[src/rtl/mem_access.sv]
// Memory-access stage: forwards write-back fields and performs at most one req/ack data-memory access.
// Optional sub-word (byte/half) accesses are enabled by defining MEM_SUBWORD_EN.
module mem_access (
    input  logic        clk,
    input  logic        rstn,
    input  logic        enable,
    output logic        done,
    input  logic [1:0]  mselector,
    input  logic [2:0]  funct3,
    input  logic [2:0]  wselector_in,
    input  logic [31:0] pc_in,
    input  logic [31:0] addr,
    input  logic [31:0] sdata,
    input  logic [4:0]  rd_in,
    output logic [2:0]  wselector,
    output logic [31:0] pc,
    output logic [4:0]  rd,
    output logic [31:0] data,
    output logic        mem_req,
    output logic        mem_we,
    output logic [31:0] mem_addr,
    output logic [31:0] mem_wdata,
    output logic [3:0]  mem_wstrb,
    input  logic [31:0] mem_rdata,
    input  logic        mem_ack
);

    typedef enum logic [1:0] {IDLE, WAIT, FIN} state_t;

    state_t      state_q;
    logic        done_q;
    logic        req_q;
    logic        we_q;
    logic        is_store_q;
    logic [31:0] addr_q;
    logic [31:0] maddr_q;
    logic [31:0] wdata_q;
    logic [3:0]  wstrb_q;
    logic [31:0] data_q;
    logic [31:0] pc_q;
    logic [4:0]  rd_q;
    logic [2:0]  wsel_q;

    logic [31:0] st_wdata_d;
    logic [3:0]  st_wstrb_d;
    logic [31:0] ld_data_d;

`ifdef MEM_SUBWORD_EN
    logic [2:0]  funct3_q;
    logic [7:0]  ld_byte;
    logic [15:0] ld_half;

    // funct3[1:0]: 00 byte, 01 half, 1x word; funct3[2] selects zero extension.
    always_comb begin
        st_wdata_d = sdata;
        st_wstrb_d = 4'b1111;
        case (funct3[1:0])
            2'b00: begin
                st_wdata_d = {4{sdata[7:0]}};
                st_wstrb_d = 4'b0001 << addr[1:0];
            end
            2'b01: begin
                st_wdata_d = {2{sdata[15:0]}};
                st_wstrb_d = addr[1] ? 4'b1100 : 4'b0011;
            end
            default: ;
        endcase
    end

    always_comb begin
        ld_byte   = 8'(mem_rdata >> {addr_q[1:0], 3'b000});
        ld_half   = addr_q[1] ? mem_rdata[31:16] : mem_rdata[15:0];
        ld_data_d = mem_rdata;
        case (funct3_q[1:0])
            2'b00:   ld_data_d = {{24{ld_byte[7] & ~funct3_q[2]}}, ld_byte};
            2'b01:   ld_data_d = {{16{ld_half[15] & ~funct3_q[2]}}, ld_half};
            default: ;
        endcase
    end

    always_ff @(posedge clk or negedge rstn) begin
        if (!rstn) begin
            funct3_q <= 3'b000;
        end else if (state_q == IDLE && enable) begin
            funct3_q <= funct3;
        end
    end
`else
    logic unused_funct3;

    assign unused_funct3 = ^funct3;
    assign st_wdata_d    = sdata;
    assign st_wstrb_d    = 4'b1111;
    assign ld_data_d     = mem_rdata;
`endif

    always_ff @(posedge clk or negedge rstn) begin
        if (!rstn) begin
            state_q    <= IDLE;
            done_q     <= 1'b0;
            req_q      <= 1'b0;
            we_q       <= 1'b0;
            is_store_q <= 1'b0;
            addr_q     <= 32'h0;
            maddr_q    <= 32'h0;
            wdata_q    <= 32'h0;
            wstrb_q    <= 4'b0000;
            data_q     <= 32'h0;
            pc_q       <= 32'h0;
            rd_q       <= 5'd0;
            wsel_q     <= 3'd0;
        end else begin
            done_q <= 1'b0;
            case (state_q)
                IDLE: begin
                    if (enable) begin
                        wsel_q     <= wselector_in;
                        pc_q       <= pc_in;
                        rd_q       <= rd_in;
                        addr_q     <= addr;
                        is_store_q <= mselector[0];
                        if (mselector[1]) begin
                            req_q   <= 1'b1;
                            we_q    <= mselector[0];
                            maddr_q <= {addr[31:2], 2'b00};
                            wdata_q <= st_wdata_d;
                            wstrb_q <= mselector[0] ? st_wstrb_d : 4'b0000;
                            state_q <= WAIT;
                        end else begin
                            data_q  <= addr;
                            done_q  <= 1'b1;
                            state_q <= FIN;
                        end
                    end
                end
                WAIT: begin
                    if (mem_ack) begin
                        req_q   <= 1'b0;
                        we_q    <= 1'b0;
                        wstrb_q <= 4'b0000;
                        data_q  <= is_store_q ? addr_q : ld_data_d;
                        done_q  <= 1'b1;
                        state_q <= FIN;
                    end
                end
                FIN:     state_q <= IDLE;
                default: state_q <= IDLE;
            endcase
        end
    end

    assign done      = done_q;
    assign mem_req   = req_q;
    assign mem_we    = we_q;
    assign mem_addr  = maddr_q;
    assign mem_wdata = wdata_q;
    assign mem_wstrb = wstrb_q;
    assign data      = data_q;
    assign pc        = pc_q;
    assign rd        = rd_q;
    assign wselector = wsel_q;

endmodule

[config.mk]
export PLATFORM = sky130hd
export DESIGN_NAME = mem_access
export DESIGN_NICKNAME = d
export VERILOG_FILES = /design/src/rtl/mem_access.sv
export SDC_FILE = /design/constraint.sdc
export NUM_CORES = 1
export LEC_CHECK = 0
export CAP_MARGIN = 25
export CORE_MARGIN = 8
export CORE_UTILIZATION = 40
export CTS_CLUSTER_DIAMETER = 100
export DETAILED_ROUTE_END_ITERATION = 6
export GPL_TIMING_DRIVEN = 0
export PLACE_DENSITY = 0.76
export SYNTH_ARGS = -nofsm -noshare
export SYNTH_HDL_FRONTEND = slang
export SYNTH_SLANG_ARGS = --single-unit
[constraint.sdc]
create_clock -name clk -period 2.33 [get_ports clk]
set_clock_uncertainty 0.1 [all_clocks]
set_input_delay 0.5825 -clock clk [delete_from_list [all_inputs] [get_ports clk]]
set_output_delay 0.5825 -clock clk [all_outputs]
set_load 0.005 [all_outputs]
# After elaboration in Yosys (flattened, before gate mapping)
# Cells that the tools add are included.
[totals]
regBits = 176
inputBits = 145
out_inout_bits = 143
[op_classes]
eq_ne = 5
n_mux = 25
n_reduce_logical = 7
[ops]
columns = ["operator", "n"]
rows = [
  ["$mux W32", 4],
  ["$pmux W32 S2", 1],
  ["$mux W4", 4],
  ["$mux W1", 8],
  ["$ne A2 B2 Y1 const B", 4],
  ["$pmux W4 S2", 1],
  ["$reduce_and A4 Y1", 2],
  ["$mux W2", 3],
  ["$pmux W1 S2", 3],
  ["$pmux W2 S2", 1],
  ["$reduce_and A2 Y1", 2],
  ["$reduce_and A3 Y1", 1],
  ["$eq A2 B1 Y1 const B", 1],
  ["$logic_not A2 Y1", 1],
  ["$reduce_bool A2 Y1", 1],
]

# Depth between registers and ports, before layout
[logic_depth]
word_depth = 4
depth_mapped = 5
depth_no_buf = 3

# Worst setup path before layout
# OpenSTA, ideal clock, no wires.
[synth_timing]
path_kind = "input to register"
from = "input port mselector[1]"
to = "register data_q[10], in the netlist data[10]"
setup_time_ps = 125
t_arrival_ps = 1691
t_required_ps = 2105
path_slack_ps = 414
cell_stages = 4
cell_sequence = "or3b_4 a21oi_4 buf_6 mux2_2"
[synth_between]
elab_chain_len = 2
[synth_lines]
columns = ["element", "line_no", "rtl"]
rows = [
  ["start, declared", "8", "input logic [1:0] mselector,"],
  ["$ne A2 B2 Y1 (no source line)", "--", ""],
  ["$reduce_and A4 Y1 (no source line)", "--", ""],
  ["end signal, assigned", "130", "data_q <= addr;"],
  ["end signal, assigned", "141", "data_q <= is_store_q ? addr_q : ld_data_d;"],
  ["end, declared", "39", "logic [31:0] data_q;"],
]
# No other way between the ends.
# A chain may end at the register's enable or synchronous reset.

# Worst setup path in the final report
[layout_timing]
from = "register wstrb_q[2], in the netlist mem_wstrb[2]"
to = "output port mem_wstrb[2]"
[layout_rtl]
columns = ["element", "line_no", "rtl"]
rows = [
  ["start, declared", "38", "logic [3:0] wstrb_q;"],
  ["start signal, assigned", "127", "wstrb_q <= mselector[0] ? st_wstrb_d : 4'b0000;"],
  ["end, declared", "23", "output logic [3:0] mem_wstrb,"],
]
# No word-level cell between the ends.

==> impl_metrics.json <==
{
  "clkTransAtPathRegs_ps": 70,
  "fin_nets": 899,
  "grt_pass1_wl_um": 30400,
  "ys.flop_type": "dfrtp_1",
  "yosys.cell_types.count": 18,
  "first_global_vias": 5423,
  "rr_endpoint": "data[12]$_DFFE_PN0P_",
  "gp_congestion": 0.749,
  "maxSlewViolCount": 0,
  "final_hold_viol_count": 0,
  "p_sw_w": 0.00299,
  "criticalPathCategory": "reg2out",
  "start_util": 0.406,
  "area_growth_pct": 51.8,
  "crit_path_cell_trace": "buf_4, clkdlybuf4s50_1",
  "syn-cell-area_um2": 7240,
  "ys_ff_latch": 172,
  "io_buffers": 282,
  "fmax_mhz": 455,
  "die_w_um": 151,
  "finalSetupTns_ps": 0,
  "first_pass_iters": 4,
  "ant_nets": 0,
  "timing.final.crit_share": 0.944,
  "wl_per_cell_um": 19.9,
  "endpoint_kind": "output port",
  "grt_usage": 0.174,
  "drc_errors": 0,
  "cts_root_buf": "clkbuf_16",
  "post-place-cells": 964,
  "cts_setup_buffers": 0,
  "p_sw_frac": 0.259,
  "cts_tree": "yes",
  "r2r_slack_ps": 340,
  "htree_num_levels": 4,
  "hpwl_um": 15300,
  "io_pins": 288,
  "clock-sinks": 172,
  "combPwrFrac": 0.356,
  "layout-drive-gt1-share": 0.388,
  "hold_ws_ps": 25.8,
  "yosys_warnings": 0,
  "fill_cells": 1326,
  "min_path_type": "in2async",
  "holdBufCountCts": 0,
  "die-height_um": 151,
  "p_per_area_nw_per_um2": 1050,
  "post_cts_resized": 0,
  "critical_path_required_ps": 1650,
  "insertion_delay_ps": 420,
  "arrival_ps": 1520,
  "vias": 4812,
  "crit_slowest_cell": "clkdlybuf4s50_1",
  "die_area_um2": 22700,
  "core_um2": 17800,
  "diodes": 0,
  "grt_max_degree": 94,
  "relSlewSlack": 0.596,
  "synth_cells": 451,
  "status": "finished clean",
  "crit_fanout": 6,
  "p_leak_nw": 4.50,
  "clkPwrFrac": 0.252,
  "internal_power_w": 0.00856,
  "critPathLaunchType": "flip-flop",
  "rsz0062_at_grt": "no",
  "num_rows": 49,
  "r2r_cells": 5,
  "pwr-share-seq": 0.392,
  "synth-seq-area-share": 0.594,
  "dr.first_iter.drc_count": 127,
  "maxCapViolations": 0,
  "period_minus_slack_ps": 2200,
  "tightestPinTransition_ps": 607,
  "r2r_start": "state_q[1]$_DFFE_PN0P_",
  "grt.overflow.total": 0,
  "max-vdd-ir-drop_uv": 540,
  "finalNonFillerCells": 995,
  "async_flop_share": 1.00,
  "synth-edff-count": 0,
  "wirelength_um": 19800,
  "critPathMaxStageDelay_ps": 500,
  "numCtsBuffers": 17,
  "finalSetupViolations": 0,
  "syn_area_per_cell_um2": 16.1,
  "post_drt_via_cell_ratio": 4.84,
  "antenna_found_initial": 0,
  "cts_buffer_depth": 2
}
kinds of logic after synthesis:
family | share of synthesized area
AOI/OAI and AO/OA | 0.00484
buffers and inverters | 0.0313
DFF | 0.594
muxes | 0.361
other | 0.000518
and+or+nand+nor | 0.00864
registers in the layout, summed over array words and instances (netlist names):
| name | flops |
|---|---|
| addr_q | 32 |
| data | 32 |
| mem_wdata | 32 |
| pc | 32 |
| mem_addr | 30 |
| rd | 5 |
| wselector | 3 |
| state_q | 2 |
| done | 1 |
| is_store_q | 1 |
| mem_req | 1 |
| mem_wstrb | 1 |
per-layer routing:
metal,up-vias,GRT usage,wire length (µm)
li1,2212,-,-
met5,-,0,0
met4,0,0.0510,206
met2,178,0.301,9980
met3,17,0.0652,1880
met1,2405,0.195,7780
worst max path at each step:
stage / cells after the start / endpoint / startpoint / slack [ps]
finish: 2 / mem_wstrb[2] / mem_wstrb[2]$_DFFE_PN0P_ / 130
global route: 6 / mem_wdata[3]$_DFFE_PN0P_ / enable / 60
CTS: 2 / mem_wstrb[2] / mem_wstrb[2]$_DFFE_PN0P_ / 90
detailed placement: 6 / mem_wdata[3]$_DFFE_PN0P_ / enable / -270
global placement: 1 / pc[2]$_DFFE_PN0P_ / rstn / -6230
floorplan: 4 / data[10]$_DFFE_PN0P_ / mselector[1] / 410
layout by cell type, fill, tap and decap left out, types with 3 or more instances in the layout:
cell,n
buf_2,9
buf_4,19
buf_6,3
bufinv_16,3
clkbuf_16,17
clkdlybuf4s50_1,281
clkinvlp_4,4
dfrtp_1,172
inv_6,3
mux2_2,231
nand2_1,3
critical path: cells and delay by family, from the launching register on:
family                 cells  cell delay (ps)
buffers and inverters      2              650
flip-flops                 1              450
power by group through the flow:
stage,logic (W),registers [W],clock network [W]
finish,0.00411,0.00453,0.00291
global route,0.00439,0.00466,0.00311
CTS,0.00419,0.00454,0.00299
detailed placement,0.00418,0.00459,0
global placement,0.00409,0.00452,0
floorplan,0.00159,0.00457,0
area by class of cell:
class,count,area (µm²),share of cell area
Sequential cell,172,4300,0.391
Timing Repair Buffer,283,2860,0.260
Multi-Input combinational cell,248,2720,0.247
Clock buffer,19,443,0.0403
Tap cell,229,287,0.0261
Buffer,32,226,0.0206
Clock inverter,12,163,0.0148
cells in the mapped netlist, types with 2 or more instances:
library cell | count | area share
nor2b_1 | 2 | 0.0017
buf_2 | 9 | 0.0062
dfrtp_1 | 172 | 0.59
buf_4 | 19 | 0.020
a21oi_1 | 2 | 0.0014
buf_6 | 3 | 0.0047
nand2_1 | 3 | 0.0016
mux2_2 | 231 | 0.36
through the flow:
| stage | setup slack (ps) | area [µm²] | util | total power [W] |
|---|---|---|---|---|
| floorplan | 414 | 7250 | - | 0.00616 |
| global placement | -6230 | 10400 | 0.581 | 0.00861 |
| detailed placement | -269 | 10400 | 0.582 | 0.00877 |
| CTS | 92.7 | 11000 | 0.616 | 0.0117 |
| global route | 64.2 | 11000 | 0.616 | 0.0122 |
| finish | 131 | 11000 | 0.616 | 0.0116 |
(Power assumes the default switching activity.)
